<file path="config.mk">
export PLATFORM = sky130hd
export DESIGN_NAME = bus_arbiter
export DESIGN_NICKNAME = d
export VERILOG_FILES = /design/src/rtl/bus_arbiter.sv
export SDC_FILE = /design/constraint.sdc
export NUM_CORES = 1
export LEC_CHECK = 0
export CAP_MARGIN = 20
export CORE_ASPECT_RATIO = 0.7
export CORE_MARGIN = 4
export CORE_UTILIZATION = 34
export CTS_CLUSTER_SIZE = 12
export DETAILED_ROUTE_END_ITERATION = 8
export HOLD_SLACK_MARGIN = 0.12
export PLACE_DENSITY = 0.8
export REMOVE_ABC_BUFFERS = 1
export SKIP_CTS_REPAIR_TIMING = 1
export SLEW_MARGIN = 20
export SYNTH_ARGS = -nofsm -noshare
export SYNTH_HDL_FRONTEND = slang
export SYNTH_SLANG_ARGS = --single-unit
</file>
<file path="constraint.sdc">
create_clock -name clk -period 2.2 [get_ports clk]
set_input_delay 0.66 -clock clk [delete_from_list [all_inputs] [get_ports clk]]
set_output_delay 0.66 -clock clk [all_outputs]
set_load 0.03 [all_outputs]
</file>
<file path="src/rtl/bus_arbiter.sv">
// bus_arbiter: shares one slave bus between fetch (I) and mem-stage (D) masters with timeout watchdog
module bus_arbiter #(
    parameter int ADDR_W  = 32,
    parameter int DATA_W  = 32,
    parameter int TIMEOUT = 16
) (
    input  logic                clk,
    input  logic                rst,
    input  logic                i_req_i,
    input  logic [ADDR_W-1:0]   i_addr_i,
    output logic [DATA_W-1:0]   i_data_o,
    output logic                i_ack_o,
    input  logic                d_req_i,
    input  logic                d_we_i,
    input  logic [DATA_W/8-1:0] d_sel_i,
    input  logic [ADDR_W-1:0]   d_addr_i,
    input  logic [DATA_W-1:0]   d_wdata_i,
    output logic [DATA_W-1:0]   d_rdata_o,
    output logic                d_ack_o,
    output logic                err_o,
    output logic                bus_req_o,
    output logic                bus_we_o,
    output logic [DATA_W/8-1:0] bus_sel_o,
    output logic [ADDR_W-1:0]   bus_addr_o,
    output logic [DATA_W-1:0]   bus_wdata_o,
    input  logic [DATA_W-1:0]   bus_rdata_i,
    input  logic                bus_ack_i,
    output logic                stallreq_if_o,
    output logic                stallreq_mem_o
);
    typedef enum logic [1:0] {IDLE, GNT_I, GNT_D} state_t;
    state_t              state_q;
    logic [7:0]          cnt_q;
    logic                bus_req_q;
    logic                bus_we_q;
    logic [DATA_W/8-1:0] bus_sel_q;
    logic [ADDR_W-1:0]   bus_addr_q;
    logic [DATA_W-1:0]   bus_wdata_q;
    logic                busy;
    logic                tmo;
    logic                fin;
    assign busy = state_q != IDLE;
    // a real ack in the last watchdog cycle wins over the timeout
    assign tmo = busy & ~bus_ack_i & (cnt_q == 8'(TIMEOUT - 1));
    assign fin = (busy & bus_ack_i) | tmo;
    assign i_ack_o = (state_q == GNT_I) & fin;
    assign d_ack_o = (state_q == GNT_D) & fin;
    assign err_o = tmo;
    assign i_data_o = (i_ack_o & bus_ack_i) ? bus_rdata_i : '0;
    assign d_rdata_o = (d_ack_o & bus_ack_i) ? bus_rdata_i : '0;
    assign stallreq_if_o = i_req_i & ~i_ack_o;
    assign stallreq_mem_o = d_req_i & ~d_ack_o;
    assign bus_req_o = bus_req_q;
    assign bus_we_o = bus_we_q;
    assign bus_sel_o = bus_sel_q;
    assign bus_addr_o = bus_addr_q;
    assign bus_wdata_o = bus_wdata_q;
    // grant FSM: D has fixed priority, bus registers latched at grant and held until completion
    always_ff @(posedge clk) begin
        if (!rst) begin
            state_q     <= IDLE;
            cnt_q       <= '0;
            bus_req_q   <= 1'b0;
            bus_we_q    <= 1'b0;
            bus_sel_q   <= '0;
            bus_addr_q  <= '0;
            bus_wdata_q <= '0;
        end else if (state_q == IDLE) begin
            cnt_q <= '0;
            if (d_req_i) begin
                state_q     <= GNT_D;
                bus_req_q   <= 1'b1;
                bus_we_q    <= d_we_i;
                bus_sel_q   <= d_sel_i;
                bus_addr_q  <= d_addr_i;
                bus_wdata_q <= d_wdata_i;
            end else if (i_req_i) begin
                state_q     <= GNT_I;
                bus_req_q   <= 1'b1;
                bus_we_q    <= 1'b0;
                bus_sel_q   <= '1;
                bus_addr_q  <= i_addr_i;
                bus_wdata_q <= '0;
            end
        end else if (fin) begin
            state_q   <= IDLE;
            bus_req_q <= 1'b0;
            cnt_q     <= '0;
        end else begin
            cnt_q <= cnt_q + 8'd1;
        end
    end
endmodule
</file>
==> out/metrics.cfg <==
[sta]
setup_viol = 61
hold_viol = 0
worst_slew_pin_slew_ns = 0.8313
rsz0062_at_grt = yes
clock-skew-final_ns = 0.006673
fmax_ghz = 0.4146
slew_headroom_pct = 44.45
period_needed_ns = 2.412
totalNegativeSetupSlack_ns = -4.163
timing.final.ws_setup_ns = -0.2122
period_share_pct = 109.6
final_max_slew_viol_count = 0

[cells_and_area]
fin_nets = 834
areaGrowthSynthToFinish_pct = 100.7
final_layout_size_suffix_gt1_share_pct = 29.14
final_cell_area_mm2 = 0.007440
layout_commonest_cell = clkdlybuf4s50_1
fillers = 746
layout_common_cells = clkdlybuf4s50_1 (205), dfxtp_1 (77), buf_6 (68), and2_4 (56), a21oi_1 (53)
antennaDiodeCount = 0

[critical_path]
cp-end-kind = output pin
rr_startpoint = state_q[1]
rrSetupSlack_ns = 0.38
critPathMaxFanout = 5
crit_type = flop to output pin
worstPathRequired_ns = 1.54
crit_path_start = cnt_q[5]
startpoint_type = flop
cp.arrival_ns = 1.75
r2r_cells = 4

[routing]
first_pass_iters = 5
wl_per_cell_um = 18.87
drc_errors = 0
drtIter0Drc = 153
drt_wl_total_um = 16000
vias = 4260
via_per_inst = 5.024
drtAntennaViolNets = 0

[global_route]
track_usage_pct = 21.41
grt_start_max_net_pins = 37
antenna_found_initial = 0
grt_pass1_wl_um = 21560
grt_remaining_overflow = 0
grt_pass1_vias = 4157

[floorplan]
fp.coreArea_mm2 = 0.01051
die_area_mm2 = 0.01266
start_util_pct = 35.27
dieHeight_um = 95.37
die_x_um = 132.8
fp-row-count = 31
io_pins = 277

[logic_synthesis]
synth_cells = 405
synthSimpleGateAreaFrac_pct = 17.92
syn_area_mm2 = 0.003707
synth-seq-area-share_pct = 43.20
syn_avg_cell_area_um2 = 9.154
yosys_warnings = 0
synth_area_leaders = dfxtp_1 (43%), and2_1 (11%), mux2i_1 (8.6%), a21oi_1 (7.2%), a211oi_1 (7.1%)
ys_types = 37
ys_ff_latch = 80
muxShareOfSynthArea_pct = 8.640
synth_compound_area_share_pct = 24.00
synth_fa_ha_area_share_pct = 0.3375
synth_top_area_share_pct = 43.20
synthXorXnorAreaFrac_pct = 0.2362
synth_top_family_by_area = compound AO/OA/AOI/OAI gates
yosysTopAreaCell = dfxtp_1

[placed_design]
port_buffers = 276
routabilityCongestion = 0.7867
postPlaceCellArea_mm2 = 0.006559
dp_hpwl_um = 11200

[min_path]
hp-class = flop to flop
min_from = bus_wdata_o[22]
holdPathStages = 2

[clock_tree]
cts_tree = yes
clock_path_buffers = 2
cts_root_buf = clkbuf_16
cts.sinks = 80
cts_buffers = 9
cts.clk_slew.worst_paths_ns = 0.06
insertion_delay_ns = 0.33
cts_htree_levels = 3

[pwr]
ir_drop_v = 0.0003938
p_per_area_mw_per_mm2 = 638.8
p_leak_nw = 3.038

[status]
violations = setup timing
status = finished with violations

[run]
cap_violations = 0

[critical path, cell delays in order (launching register included)]
cell and delay, ns:
dfxtp_1 0.31, or4_4 0.57, o21ai_4 0.21, and3_1 0.20, buf_6 0.14
[power by group]
| group | switching, mW | leakage [nW] | total (mW) | internal [mW] |
|---|---|---|---|---|
| registers | 0.0751 | 0.661 | 1.66 | 1.58 |
| clock network | 0.583 | 0.152 | 1.61 | 1.02 |
| logic | 0.770 | 2.22 | 1.49 | 0.721 |
| total | 1.43 | 3.04 | 4.75 | 3.32 |
[metal layers]
metal / up-vias / wire [um] / global-route usage [%]
met3: 18 / 1249 / 7.595
met5: - / 0 / 0
met2: 185 / 7737 / 34.50
met1: 2018 / 6733 / 27.59
met4: 0 / 278 / 5.450
li1: 2039 / - / -
[path summary, 6_finish.rpt]
| path | endpoint |
|---|---|
| hold / removal | bus_wdata_o[22] |
| setup / recovery | d_ack_o |
| hold reg to reg | bus_wdata_o[22] |
| setup reg to reg | bus_sel_o[0] |
[sequential cells by signal, indices dropped and copies added, names as in the netlist]
signal       flops
bus_addr_o      32
bus_req_o        1
bus_sel_o        4
bus_wdata_o     32
bus_we_o         1
cnt_q            8
state_q          2
[synth_stat cells]
cell type / instances
buf_6: 5
xnor2_1: 1
or2_1: 2
a31oi_1: 4
nand2_1: 21
or3_1: 4
a31o_2: 2
nor2_2: 2
inv_1: 6
a211oi_1: 35
dfxtp_1: 80
a21oi_4: 1
nand4_1: 1
nor3b_2: 1
nor3b_1: 1
nand3_1: 3
nor3_4: 1
o221a_2: 4
or4_1: 1
nor3_1: 4
o21ai_2: 1
nor2_4: 1
nand2b_1: 1
mux2i_1: 32
buf_2: 15
a21oi_1: 53
and3_1: 2
clkbuf_1: 14
o21ai_0: 19
nor4_1: 1
and2_1: 64
a22o_1: 17
ha_1: 1
nor2b_1: 1
inv_2: 1
nor2_1: 2
o21ai_1: 1
[through the flow]
step                      total power [mW]  util, %  hold WS, ns  cells  worst slack, ns
after CTS                            4.687    65.47       0.4765    835          -0.4375
after floorplan                      2.324        -       0.4521    371          -0.6520
after detailed placement             3.071    62.40       0.4651    819          -0.4304
after global routing                 4.949    70.78       0.5036    848          -0.2542
final                                4.753    70.78       0.4736    848          -0.2122
after global placement               3.047    62.40       0.4572    819          -0.3973
[cell families after synthesis]
family / count (synthesis)
AND/OR/NAND/NOR: 113
flip-flops: 80
buffers and inverters: 41
multiplexers: 32
AO/OA/AOI/OAI: 137
XOR/XNOR: 1
adder cells (fa/ha/maj): 1
[area by class of cell]
| class | count | area (um2) | area share, % |
|---|---|---|---|
| inverter | 7 | 31.28 | 0.4205 |
| tap | 148 | 185.2 | 2.489 |
| timing repair buffer | 313 | 3198 | 42.99 |
| multi-input combinational | 284 | 2092 | 28.12 |
| clock inverter | 5 | 80.08 | 1.076 |
| sequential | 80 | 1610 | 21.64 |
| clock buffer | 11 | 242.7 | 3.263 |
No activity file was read; power rests on OpenSTA's default activity.
